$ cat src/rtl/scsi_xfer_sm_if.sv
// scsi_xfer_sm_if: SCSI-chip pins, DMA FIFO port and CPU-cycle handshake of the transfer sequencer.
// master = sequencer side, slave = chip/FIFO/CPU environment side.
interface scsi_xfer_sm_if #(
  parameter int WORD_BYTES = 4
);
  localparam int DW  = 8 * WORD_BYTES;
  localparam int BOW = $clog2(WORD_BYTES);

  logic           DMAENA;
  logic           DMADIR;
  logic           CCPUREQ;
  logic           CDREQ_;
  logic           CDSACK_;
  logic           FIFOFULL;
  logic           FIFOEMPTY;
  logic [DW-1:0]  FIFO_RD_DATA;
  logic [7:0]     SCSI_DIN;
  logic           FLUSH;
  logic           CDACK_;
  logic           CCS_;
  logic           SCSI_RE_;
  logic           SCSI_WE_;
  logic [7:0]     SCSI_DOUT;
  logic           DOE;
  logic [DW-1:0]  FIFO_WR_DATA;
  logic           INCFIFO;
  logic           DECFIFO;
  logic           CPU_ACK;
  logic           BERR;
  logic           FLUSH_DONE;
  logic [BOW-1:0] BO;

  modport master (
    input  DMAENA, DMADIR, CCPUREQ, CDREQ_, CDSACK_, FIFOFULL, FIFOEMPTY,
           FIFO_RD_DATA, SCSI_DIN, FLUSH,
    output CDACK_, CCS_, SCSI_RE_, SCSI_WE_, SCSI_DOUT, DOE, FIFO_WR_DATA,
           INCFIFO, DECFIFO, CPU_ACK, BERR, FLUSH_DONE, BO
  );

  modport slave (
    output DMAENA, DMADIR, CCPUREQ, CDREQ_, CDSACK_, FIFOFULL, FIFOEMPTY,
           FIFO_RD_DATA, SCSI_DIN, FLUSH,
    input  CDACK_, CCS_, SCSI_RE_, SCSI_WE_, SCSI_DOUT, DOE, FIFO_WR_DATA,
           INCFIFO, DECFIFO, CPU_ACK, BERR, FLUSH_DONE, BO
  );
endinterface

$ cat src/rtl/scsi_xfer_sm.sv
// scsi_xfer_sm: CPU/DMA arbiter and CDREQ_/CDACK_ byte sequencer packing bytes to/from FIFO words; SCSI_TIMEOUT_EN adds a CPU watchdog.
// Latency STROBE_CYCLES+3 cycles per byte; waits in IDLE on FIFOFULL (fill) or FIFOEMPTY at lane 0 (drain); CPU cycles wait on CDSACK_.
module scsi_xfer_sm #(
  parameter int WORD_BYTES     = 4,
  parameter int STROBE_CYCLES  = 2,
  parameter int TIMEOUT_CYCLES = 255
) (
  input  logic           CPUCLK,
  input  logic           RESET,
  scsi_xfer_sm_if.master bus
);
  localparam int              BOW      = $clog2(WORD_BYTES);
  localparam int              DW       = 8 * WORD_BYTES;
  localparam logic [BOW-1:0]  BO_MAX   = BOW'(WORD_BYTES - 1);
  localparam logic [3:0]      STB_LAST = 4'(STROBE_CYCLES - 1);
  localparam logic [7:0]      WD_LAST  = 8'(TIMEOUT_CYCLES - 1);
`ifdef SCSI_TIMEOUT_EN
  localparam bit              WD_EN    = 1'b1;
`else
  localparam bit              WD_EN    = 1'b0;
`endif

  typedef enum logic [2:0] {
    IDLE, CPU_CS, CPU_END, DMA_STB, DMA_REL, RECOVER, FLUSH_PUSH
  } state_t;

  state_t         state_q, state_d;
  logic [BOW-1:0] bo_q, bo_d;
  logic           dir_q, dir_d;
  logic [DW-1:0]  pack_q, pack_d;
  logic [DW-1:0]  hold_q, hold_d;
  logic [3:0]     stb_q, stb_d;
  logic [7:0]     wd_q, wd_d;
  logic           ack_q, ack_d;
  logic           berr_q, berr_d;
  logic           dec_q, dec_d;
  logic           fdone_q, fdone_d;
  logic           flush_q, flush_d;
  logic           eff_dir, dma_go, flush_req;
  logic [BOW+2:0] lane_lsb;

  // Lane 0 is the most significant byte of the word.
  assign lane_lsb  = {BO_MAX - bo_q, 3'b000};
  // Direction only re-latches on a word boundary; mid-word bytes keep the old one.
  assign eff_dir   = (bo_q == '0) ? bus.DMADIR : dir_q;
  assign dma_go    = bus.DMAENA && !bus.CDREQ_ &&
                     (eff_dir ? !bus.FIFOFULL : (bo_q != '0 || !bus.FIFOEMPTY));
  assign flush_req = flush_q || bus.FLUSH;

  always_ff @(posedge CPUCLK) begin
    if (RESET) begin
      state_q <= IDLE;
      bo_q    <= '0;
      dir_q   <= 1'b0;
      pack_q  <= '0;
      hold_q  <= '0;
      stb_q   <= '0;
      wd_q    <= '0;
      ack_q   <= 1'b0;
      berr_q  <= 1'b0;
      dec_q   <= 1'b0;
      fdone_q <= 1'b0;
      flush_q <= 1'b0;
    end else begin
      state_q <= state_d;
      bo_q    <= bo_d;
      dir_q   <= dir_d;
      pack_q  <= pack_d;
      hold_q  <= hold_d;
      stb_q   <= stb_d;
      wd_q    <= wd_d;
      ack_q   <= ack_d;
      berr_q  <= berr_d;
      dec_q   <= dec_d;
      fdone_q <= fdone_d;
      flush_q <= flush_d;
    end
  end

  always_comb begin
    state_d = state_q;
    bo_d    = bo_q;
    dir_d   = dir_q;
    pack_d  = pack_q;
    hold_d  = hold_q;
    stb_d   = '0;
    wd_d    = '0;
    ack_d   = 1'b0;
    berr_d  = 1'b0;
    dec_d   = 1'b0;
    fdone_d = 1'b0;
    flush_d = flush_req;
    case (state_q)
      IDLE: begin
        if (bus.CCPUREQ) begin
          state_d = CPU_CS;
        end else if (flush_req) begin
          if (!bus.FIFOFULL) begin
            flush_d = 1'b0;
            if (dir_q && bo_q != '0) begin
              state_d = FLUSH_PUSH;
            end else begin
              fdone_d = 1'b1;
              bo_d    = '0;
              if (!dir_q) hold_d = '0;
            end
          end
        end else if (dma_go) begin
          state_d = DMA_STB;
          dir_d   = eff_dir;
          if (!eff_dir && bo_q == '0) begin
            hold_d = bus.FIFO_RD_DATA;
            dec_d  = 1'b1;
          end
        end
      end
      CPU_CS: begin
        wd_d = wd_q + 8'd1;
        if (!bus.CDSACK_) begin
          state_d = CPU_END;
          ack_d   = 1'b1;
        end else if (WD_EN && wd_q == WD_LAST) begin
          state_d = CPU_END;
          ack_d   = 1'b1;
          berr_d  = 1'b1;
        end
      end
      CPU_END: begin
        if (!bus.CCPUREQ) state_d = IDLE;
      end
      DMA_STB: begin
        stb_d = stb_q + 4'd1;
        if (stb_q == STB_LAST) begin
          stb_d   = '0;
          state_d = DMA_REL;
          if (dir_q) pack_d[lane_lsb +: 8] = bus.SCSI_DIN;
        end
      end
      DMA_REL: begin
        state_d = RECOVER;
        if (bo_q == BO_MAX) begin
          bo_d = '0;
          // Clearing after the push keeps unwritten lanes zero for a later flush.
          if (dir_q) pack_d = '0;
        end else begin
          bo_d = bo_q + 1'b1;
        end
      end
      RECOVER: state_d = IDLE;
      FLUSH_PUSH: begin
        state_d = IDLE;
        bo_d    = '0;
        pack_d  = '0;
      end
      default: state_d = IDLE;
    endcase
  end

  assign bus.CCS_         = (state_q != CPU_CS);
  assign bus.CDACK_       = (state_q != DMA_STB);
  assign bus.SCSI_RE_     = !(state_q == DMA_STB && dir_q);
  assign bus.SCSI_WE_     = !(state_q == DMA_STB && !dir_q);
  assign bus.DOE          = (state_q == DMA_STB) && !dir_q;
  assign bus.SCSI_DOUT    = hold_q[lane_lsb +: 8];
  assign bus.FIFO_WR_DATA = pack_q;
  assign bus.INCFIFO      = (state_q == DMA_REL && dir_q && bo_q == BO_MAX) ||
                            (state_q == FLUSH_PUSH);
  assign bus.DECFIFO      = dec_q;
  assign bus.CPU_ACK      = ack_q;
  assign bus.BERR         = berr_q;
  assign bus.FLUSH_DONE   = fdone_q || (state_q == FLUSH_PUSH);
  assign bus.BO           = bo_q;
endmodule

$ cat src/flat_wrapper.sv
// flat-port wrapper written by rule: the top's interface ports become plain ports
module scsi_xfer_sm_flat 
#(
  parameter int WORD_BYTES     = 4,
  parameter int STROBE_CYCLES  = 2,
  parameter int TIMEOUT_CYCLES = 255
)
  (CPUCLK, RESET, bus_DMAENA, bus_DMADIR, bus_CCPUREQ, bus_CDREQ_, bus_CDSACK_, bus_FIFOFULL, bus_FIFOEMPTY, bus_FIFO_RD_DATA, bus_SCSI_DIN, bus_FLUSH, bus_CDACK_, bus_CCS_, bus_SCSI_RE_, bus_SCSI_WE_, bus_SCSI_DOUT, bus_DOE, bus_FIFO_WR_DATA, bus_INCFIFO, bus_DECFIFO, bus_CPU_ACK, bus_BERR, bus_FLUSH_DONE, bus_BO);
  scsi_xfer_sm_if #(.WORD_BYTES(WORD_BYTES)) bus_i ();
  input  logic CPUCLK;
  input  logic RESET;
  input wire logic [$bits(bus_i.DMAENA)-1:0] bus_DMAENA;
  input wire logic [$bits(bus_i.DMADIR)-1:0] bus_DMADIR;
  input wire logic [$bits(bus_i.CCPUREQ)-1:0] bus_CCPUREQ;
  input wire logic [$bits(bus_i.CDREQ_)-1:0] bus_CDREQ_;
  input wire logic [$bits(bus_i.CDSACK_)-1:0] bus_CDSACK_;
  input wire logic [$bits(bus_i.FIFOFULL)-1:0] bus_FIFOFULL;
  input wire logic [$bits(bus_i.FIFOEMPTY)-1:0] bus_FIFOEMPTY;
  input wire logic [$bits(bus_i.FIFO_RD_DATA)-1:0] bus_FIFO_RD_DATA;
  input wire logic [$bits(bus_i.SCSI_DIN)-1:0] bus_SCSI_DIN;
  input wire logic [$bits(bus_i.FLUSH)-1:0] bus_FLUSH;
  output wire logic [$bits(bus_i.CDACK_)-1:0] bus_CDACK_;
  output wire logic [$bits(bus_i.CCS_)-1:0] bus_CCS_;
  output wire logic [$bits(bus_i.SCSI_RE_)-1:0] bus_SCSI_RE_;
  output wire logic [$bits(bus_i.SCSI_WE_)-1:0] bus_SCSI_WE_;
  output wire logic [$bits(bus_i.SCSI_DOUT)-1:0] bus_SCSI_DOUT;
  output wire logic [$bits(bus_i.DOE)-1:0] bus_DOE;
  output wire logic [$bits(bus_i.FIFO_WR_DATA)-1:0] bus_FIFO_WR_DATA;
  output wire logic [$bits(bus_i.INCFIFO)-1:0] bus_INCFIFO;
  output wire logic [$bits(bus_i.DECFIFO)-1:0] bus_DECFIFO;
  output wire logic [$bits(bus_i.CPU_ACK)-1:0] bus_CPU_ACK;
  output wire logic [$bits(bus_i.BERR)-1:0] bus_BERR;
  output wire logic [$bits(bus_i.FLUSH_DONE)-1:0] bus_FLUSH_DONE;
  output wire logic [$bits(bus_i.BO)-1:0] bus_BO;
  assign bus_i.DMAENA = bus_DMAENA;
  assign bus_i.DMADIR = bus_DMADIR;
  assign bus_i.CCPUREQ = bus_CCPUREQ;
  assign bus_i.CDREQ_ = bus_CDREQ_;
  assign bus_i.CDSACK_ = bus_CDSACK_;
  assign bus_i.FIFOFULL = bus_FIFOFULL;
  assign bus_i.FIFOEMPTY = bus_FIFOEMPTY;
  assign bus_i.FIFO_RD_DATA = bus_FIFO_RD_DATA;
  assign bus_i.SCSI_DIN = bus_SCSI_DIN;
  assign bus_i.FLUSH = bus_FLUSH;
  assign bus_CDACK_ = bus_i.CDACK_;
  assign bus_CCS_ = bus_i.CCS_;
  assign bus_SCSI_RE_ = bus_i.SCSI_RE_;
  assign bus_SCSI_WE_ = bus_i.SCSI_WE_;
  assign bus_SCSI_DOUT = bus_i.SCSI_DOUT;
  assign bus_DOE = bus_i.DOE;
  assign bus_FIFO_WR_DATA = bus_i.FIFO_WR_DATA;
  assign bus_INCFIFO = bus_i.INCFIFO;
  assign bus_DECFIFO = bus_i.DECFIFO;
  assign bus_CPU_ACK = bus_i.CPU_ACK;
  assign bus_BERR = bus_i.BERR;
  assign bus_FLUSH_DONE = bus_i.FLUSH_DONE;
  assign bus_BO = bus_i.BO;
  scsi_xfer_sm #(.WORD_BYTES(WORD_BYTES), .STROBE_CYCLES(STROBE_CYCLES), .TIMEOUT_CYCLES(TIMEOUT_CYCLES)) u_core (.CPUCLK(CPUCLK), .RESET(RESET), .bus(bus_i));
endmodule
$ cat config.mk
export PLATFORM = sky130hd
export DESIGN_NAME = scsi_xfer_sm_flat
export DESIGN_NICKNAME = d
export VERILOG_FILES = /design/src/rtl/scsi_xfer_sm_if.sv /design/src/rtl/scsi_xfer_sm.sv /design/src/flat_wrapper.sv
export SDC_FILE = /design/constraint.sdc
export NUM_CORES = 1
export LEC_CHECK = 0
export CAP_MARGIN = 5
export CORE_UTILIZATION = 40
export CTS_BUF_LIST = sky130_fd_sc_hd__clkbuf_2 sky130_fd_sc_hd__clkbuf_4 sky130_fd_sc_hd__clkbuf_8
export CTS_CLUSTER_DIAMETER = 80
export DETAILED_ROUTE_END_ITERATION = 7
export DONT_BUFFER_PORTS = 1
export PLACE_DENSITY = 0.58
export SYNTH_ARGS = -nofsm -noshare
export SYNTH_HDL_FRONTEND = slang
export SYNTH_SLANG_ARGS = --single-unit
export TNS_END_PERCENT = 1
$ cat constraint.sdc
create_clock -name CPUCLK -period 2.7 [get_ports CPUCLK]
set_input_delay 0.54 -clock CPUCLK [delete_from_list [all_inputs] [get_ports CPUCLK]]
set_output_delay 0.54 -clock CPUCLK [all_outputs]
set_load 0.005 [all_outputs]
==> key figures, run 1 <==
Synthesis
  • Post-synthesis cell type count: 52
  • Seq/Total Area, Yosys: between 40% and 50%
  • Simple-Gate Fraction of Synth Area: between 20% and 30%
  • Yosys reg bits: 78
  • Post-Syn Nets: 403
  • Post-Syn Area per Cell: 10.4 um^2
  • Post-synth EDFFs: 0
  • Post-synth top area cell: dfxtp_1
  • Syn Std Cell Area: 3590 um^2
  • Synth Area in Adders: 2.44%
  • Post-synth top area share: 43.5%
  • Post-synthesis mux area share: 14.8%
  • Xor-xnor portion of the synthesized cell area: 0.488%
  • Post-synth top flop: dfxtp_1
  • Synth area leaders: dfxtp_1, mux2i_1, a22o_1
  • Ys Warns: 0
  • Complex-gate fraction of the synthesized area: 12.6%
  • Largest family of logic cells by synthesized area: simple AND/OR/NAND/NOR gates
  • Synth Instances: 346
  • Post-synth ARST share: 0%

Die
  • Io pins: 102
  • Die area: 9350 um^2
  • Core area: 8720 um^2
  • Cell row count: 34
  • Die height: ~97 um
  • Initial core utilization: roughly two fifths
  • Die W: approximately 97 um

Power and ir drop
  • Leak pwr: 0.00132 uW
  • Worst vdd ir: 0.000313 V
  • Pwr Density: just under 700 nW/um^2

Min path
  • Min-delay worst type: input pin to register
  • Min-delay src: bus_CDSACK_

Setup path
  • Crit path cell chain: inv_1, ha_1, mux2_2, a2111oi_0, o311a_1, nor3b_1
  • CP startpoint: u_core.bus.BO[1]
  • CP Buf/Inv Count: 1
  • WS Path Type: register to register
  • Max stage delay on crit path: about 0.5 ns
  • Reg2reg start: u_core.bus.BO[1]
  • Critical Path AT: 2.44 ns
  • Crit path capture type: register
  • Worst path slowest cell: a2111oi_0
  • Delay-heaviest family, CP: compound AO/OA/AOI/OAI gates
  • Type of origin of the critical path: register
  • WP data required: 2.98 ns
  • Crit path max fanout: 6

Drt
  • First-iteration detailed-routing DRC count: 92
  • TritonRoute pass-1 iters: 4
  • Drt total wl: 7.93 mm
  • # DRC: 0
  • Avg Vias per Cell: 5.42
  • Wire length per cell: 17.3 um
  • Via count: ~2,500
  • Antenna Nets Post-Route: 0

Global route
  • First-pass GRT wire length: 12.9 mm
  • Met2 Track Usage GR: a little over a quarter
  • Met1 Use GR: 22.1%
  • GRT Overall Usage: 17.4%
  • Total grt overflow: 0
  • Largest net degree at the start of global routing: 55
  • GR peak layer: met2
  • Initial antenna violation count: 0
  • Met3 Use GR: 6.50%
  • Vias in the first global route: 2,497

Place
  • Gpl congestion: 0.747
  • Final HPWL from detailed placement: about 5.4 mm
  • Placed Area: 3670 um^2
  • I/O Buffers: 0
  • Dpl cells: 443

Cells and area
  • Share of post-route cells with drive strength above 1: around 15%
  • Fin cells: 459
  • N_diodes: 0
  • Area grow syn2layout: 7.43%
  • Cell area after layout: 3850 um^2
  • Post-layout nets: a little over 400
  • Final Core Density: 44.2%
  • Fill cell count: 865

Status
  • Outcome: completed

Clock network
  • CTS clk-pin slew, worst paths: 0.09 ns
  • Hold_buf cts: 0
  • CTS tree: built
  • CTS resizes: 0
  • CTS Buf Count: 9
  • Clock sinks: 78
  • CTS root buf: clkbuf_8
  • Post-CTS setup buffer count: 0
  • Skew-Pair Late Insertion Delay: 0.35 ns
  • CTS max path bufs: 2
  • H-tree levels: 3

Timing
  • TNS Setup: 0 ns
  • Fmax: 0.463 GHz
  • Final setup viols: 0
  • Worst-Margin Slew: roughly 0.77 ns
  • Worst Skew: 0.0109 ns
  • Fin crit period: 2.16 ns
  • Normalized max-slew margin: 48.2%
  • Max-slew violations: 0
  • Hold WS: 0.253 ns
  • Final hold vios: 0
  • RSZ-0062 raised after global routing: no
  • Final period util: 80.1%

Job
  • Max_cap viols: 0
[metrics by stage]
step / total power (uW) / setup WS, ns
floorplan: 1730 / 0.259
global placement: 1820 / 0.634
detailed placement: 1830 / 0.587
CTS: 2650 / 0.498
global route: 2760 / 0.373
finish: 2620 / 0.538
[synthesized netlist by cell type, types with 2 or more instances]
master / instances
a21o_1: 3
nand3_1: 4
or2_2: 2
nor3_1: 7
nor3_4: 4
clkbuf_1: 7
a22o_1: 32
inv_1: 5
buf_2: 7
a21oi_2: 2
mux2i_1: 34
buf_6: 3
mux4_2: 8
nor2b_1: 9
nor4_2: 2
inv_2: 2
nand2b_1: 38
ha_1: 7
o21ai_1: 2
nand3b_1: 3
a21oi_1: 4
buf_4: 2
dfxtp_1: 78
or4_4: 2
nor2_1: 16
nand2_1: 37
[where the power goes]
part	leakage [uW]	total, uW	switching, uW	internal, uW
clock network	0.0000881	821	474	347
registers	0.000629	1280	83.6	1190
logic	0.000599	518	304	214
total	0.00132	2620	861	1760
[logic make-up after synthesis]
group | count (synthesis)
muxes | 43
buffers and inverters | 26
DFF | 78
and+or+nand+nor | 135
adders and majority gates | 7
xor gates and xnor gates | 2
AOI/OAI and AO/OA | 54
other | 1
[worst register-to-register path: stages, from the launching register on]
cell and delay (ns):
dfxtp_1 0.34, inv_1 0.10, ha_1 0.28, mux2_2 0.37
a2111oi_0 0.50, o311a_1 0.32, nor3b_1 0.18
[cell type report]
cell class | count | area, um^2 | area share (%)
Multi-Input combinational cell | 242 | 1890 | 49.0
Sequential cell | 78 | 1560 | 40.5
Tap cell | 108 | 135 | 3.51
Clock buffer | 9 | 124 | 3.21
Timing Repair Buffer | 8 | 60.1 | 1.56
Clock inverter | 7 | 57.6 | 1.49
Inverter | 7 | 26.3 | 0.682
[cell usage in the layout (no fill, tap or decap), types with 3 or more instances in the layout]
cell,netlist,layout
mux4_2,8,8
nand3b_1,3,3
nand2_1,37,37
nor3_4,4,4
mux2i_1,34,34
buf_4,2,8
inv_1,5,5
clkbuf_8,0,9
a21o_1,3,3
nand2b_1,38,38
nor2b_1,9,9
ha_1,7,7
a21oi_1,4,4
a22o_1,32,32
nor2_1,16,16
dfxtp_1,78,78
nor3_1,7,7
nand3_1,4,4
[sequential cells by signal (all words and copies together), names as in the netlist]
signal	count
u_core.bus.FIFO_WR_DATA	32
u_core.hold_q	32
u_core.stb_q	4
u_core.state_q	3
u_core.bus.BO	2
u_core.bus.CPU_ACK	1
u_core.bus.DECFIFO	1
u_core.dir_q	1
u_core.fdone_q	1
u_core.flush_q	1
[per-layer routing]
| metal | share of wire [%] | wire [um] | vias to the layer above |
|---|---|---|---|
| met5 | 0 | 0 | - |
| met4 | 1.1 | 87 | 0 |
| met3 | 7.6 | 601 | 8 |
| met2 | 46 | 3620 | 75 |
| met1 | 46 | 3630 | 1179 |
| li1 | - | - | 1226 |
[final timing paths]
kind              cells past startpoint                  to  slack [ns]
hold / removal                        1  u_core.bus.CPU_ACK        0.25
setup / recovery                      6   u_core.state_q[2]        0.54
hold reg to reg                       1     u_core.stb_q[0]        0.48
setup reg to reg                      6   u_core.state_q[2]        0.54
Power figures use the tool's default switching activity.
==> run 2, diff against run 1 <==
- clock period: 2.7 -> 2 ns (I/O delays scaled with it)
==> run 2 against run 1 <==
Wire length up 3.0%. Count of clock-buffer cells in the layout did not move. Combinational power grew 70%. Register-to-register slack worse by 0.46 ns. Final area is 4.6% higher. Sequential power increased by 30%. Core utilization is 2.0 points higher. Power increased by 50%. Final cell count up 2.2%. Worst setup slack lost 0.46 ns. Largest cell class unchanged.
==> key figures, run 2 (synthesis gave the netlist of run 1 again) <==
Cells and area
  • Fin cells: 469 (+2.2%)
  • N_diodes: 0 (unchanged)
  • Area grow syn2layout: 12.4%
  • Post-layout nets: 413 (+2.5%)
  • Multi-input logic area: 1920 um^2 (+1.6%)
  • Fill cell count: 817 (-5.5%)
  • Commonest non-fill, non-tap cell in the layout: dfxtp_1
  • Cell area after layout: 4030 um^2 (+4.6%)
  • Register Area: 1560 um^2 (+0.16%)
  • Share of post-route cells with drive strength above 1: 18.6% (+4.0 points)
  • Commonest cells after routing, fill and taps aside: dfxtp_1, nand2b_1, nand2_1, mux2i_1, a22o_1

Drt
  • Via count: 2,543 (+2.2%)
  • # DRC: 0 (unchanged)
  • Wire length per cell: 17.4 um (+0.79%)
  • Drt total wl: 8.17 mm (+3.0%)
  • TritonRoute pass-1 iters: 4 (unchanged)
  • First-iteration detailed-routing DRC count: 84 (-8.7%)
  • Antenna Nets Post-Route: 0 (unchanged)
  • Avg Vias per Cell: 5.42 (about the same)

Place
  • Gpl congestion: 0.789 (+5.7%)
  • Placed Area: 3790 um^2 (+3.1%)
  • Dpl ws: 0.0968 ns (-0.490 ns)
  • Final HPWL from detailed placement: 5.58 mm (+3.2%)
  • Dpl cells: 453 (+2.3%)
  • I/O Buffers: 0 (unchanged)

Global route
  • Vias in the first global route: 2,518 (+0.84%)
  • First-pass GRT wire length: 13.0 mm (+0.86%)
  • Total grt overflow: 0 (unchanged)
  • Largest net degree at the start of global routing: 55 (unchanged)
  • Initial antenna violation count: 0 (unchanged)
  • GRT Overall Usage: 17.7% (+0.34 points)

Timing
  • Normalized max-slew margin: 63.4% (+15 points)
  • Final period util: 96.0% (+16 points)
  • Worst Skew: 0.00602 ns (-0.00487 ns)
  • Max-slew violations: 0 (unchanged)
  • Fmax: 0.521 GHz (+13%)
  • Final setup viols: 0 (unchanged)
  • RSZ-0062 raised after global routing: yes
  • Final WS setup: 0.0809 ns (-0.457 ns)
  • Final hold vios: 0 (unchanged)
  • Fin crit period: 1.92 ns (-0.243 ns)
  • Worst-Margin Slew: 0.548 ns (-0.223 ns)

Power and ir drop
  • Clk pwr share: 34.9% (+3.5 points)
  • Worst vdd ir: 0.000349 V (+11%)
  • Total Power: 3930 uW (+50%)
  • Leak pwr: 0.00141 uW (+6.9%)
  • Part of the power in registers: 42.6% (-6.2 points)
  • Comb pwr share: 22.4% (+2.6 points)
  • Switching Fraction: 30.8% (-2.1 points)
  • Net switching power: 1210 uW (+41%)
  • Pwr Density: 975 nW/um^2 (+44%)
  • P_int: 2720 uW (+55%)

Die
  • Die height: 96.7 um (unchanged)
  • Cell row count: 34 (unchanged)
  • Initial core utilization: 41.1% (unchanged)
  • Io pins: 102 (unchanged)
  • Die area: 9350 um^2 (unchanged)
  • Core area: 8720 um^2 (unchanged)
  • Die W: 96.7 um (unchanged)

Clock network
  • CTS clk-pin slew, worst paths: 0.09 ns (about the same)
  • CTS Buf Count: 9 (unchanged)
  • CTS tree: built
  • Hold_buf cts: 0 (unchanged)
  • CTS max path bufs: 2 (unchanged)
  • Skew-Pair Late Insertion Delay: 0.34 ns (about the same)
  • Clock sinks: 78 (unchanged)
  • CTS root buf: clkbuf_8
  • H-tree levels: 3 (unchanged)

Setup path
  • Critical Path AT: 2.18 ns (-0.26 ns)
  • WP data required: 2.27 ns (-0.71 ns)
  • Worst path slowest cell: mux2_2
  • WS Path Type: register to register
  • Max stage delay on crit path: 0.36 ns (-0.14 ns)
  • Crit path capture type: register
  • Slack of the worst reg-to-reg path: 0.08 ns (-0.46 ns)
  • Crit path max fanout: 6 (unchanged)
  • Crit path cell chain: inv_1, ha_4, mux2_2, a2111oi_2, o311a_1, nor3b_1
  • CP Buf/Inv Count: 1 (unchanged)
  • Delay-heaviest family, CP: compound AO/OA/AOI/OAI gates
  • Type of origin of the critical path: register

Status
  • Outcome: completed

Job
  • Max_cap viols: 0 (unchanged)

Min path
  • Min-delay worst type: input pin to register
==> run 2: changes by cell type in the layout (fill, tap and decap cells not counted), sizes merged <==
cell / change
bufinv: +2
clkinvlp: -2
buf: +10
inv: +1
clkinv: -1
==> run 2: worst reg2reg max path: stages, from the launching register on <==
cell and delay [ns]:
dfxtp_2 0.34, inv_1 0.13, ha_4 0.19, mux2_2 0.36
a2111oi_2 0.36, o311a_1 0.27, nor3b_1 0.19
==> run 2: cell type report <==
| class | count | area share [%] |
|---|---|---|
| flip-flops and latches | 78 | 38.8 |
| multi-input cells | 242 | 47.6 |
| well taps | 108 | 3.35 |
| clock inverters | 7 | 2.54 |
| clock buffers | 9 | 3.07 |
| inverters | 7 | 0.652 |
| repair buffers | 18 | 3.97 |
==> run 2: power groups by stage <==
stage,clock network [uW],logic (uW),registers (uW)
after floorplan,0,656,1690
after global placement,0,866,1710
after detailed placement,0,874,1710
after CTS,1410,880,1670
after global routing,1470,957,1680
final,1370,882,1670
==> run 2: worst paths after layout <==
path | start | cells past startpoint | end
min | RESET | 1 | u_core.bus.BO[0]
max | u_core.bus.BO[0] | 6 | u_core.state_q[2]
min reg2reg | u_core.hold_q[5] | 1 | u_core.hold_q[5]
max reg2reg | u_core.bus.BO[0] | 6 | u_core.state_q[2]
==> run 2: stage by stage <==
| stage | hold WS (ns) | TNS [ns] | utilization [%] |
|---|---|---|---|
| finish | 0.110 | 0 | 46.2 |
| global placement | 0.451 | 0 | 43.4 |
| global route | 0.0849 | -0.0354 | 46.2 |
| detailed placement | 0.459 | 0 | 43.4 |
| CTS | 0.0808 | 0 | 46.0 |
| floorplan | 0.434 | 0 | - |
==> run 2: routing by layer <==
metal | part of all wire, % | track usage (%)
met1 | 45 | 21.4
met2 | 48 | 28.8
met3 | 6.4 | 6.72
met4 | 0.44 | 6.20
met5 | 0 | 0
==> run 2: what timing repair did <==
action | CTS | global route
setup endpoints to repair | 0 | 16
gates resized for setup | 0 | 4
setup buffers | 0 | 0
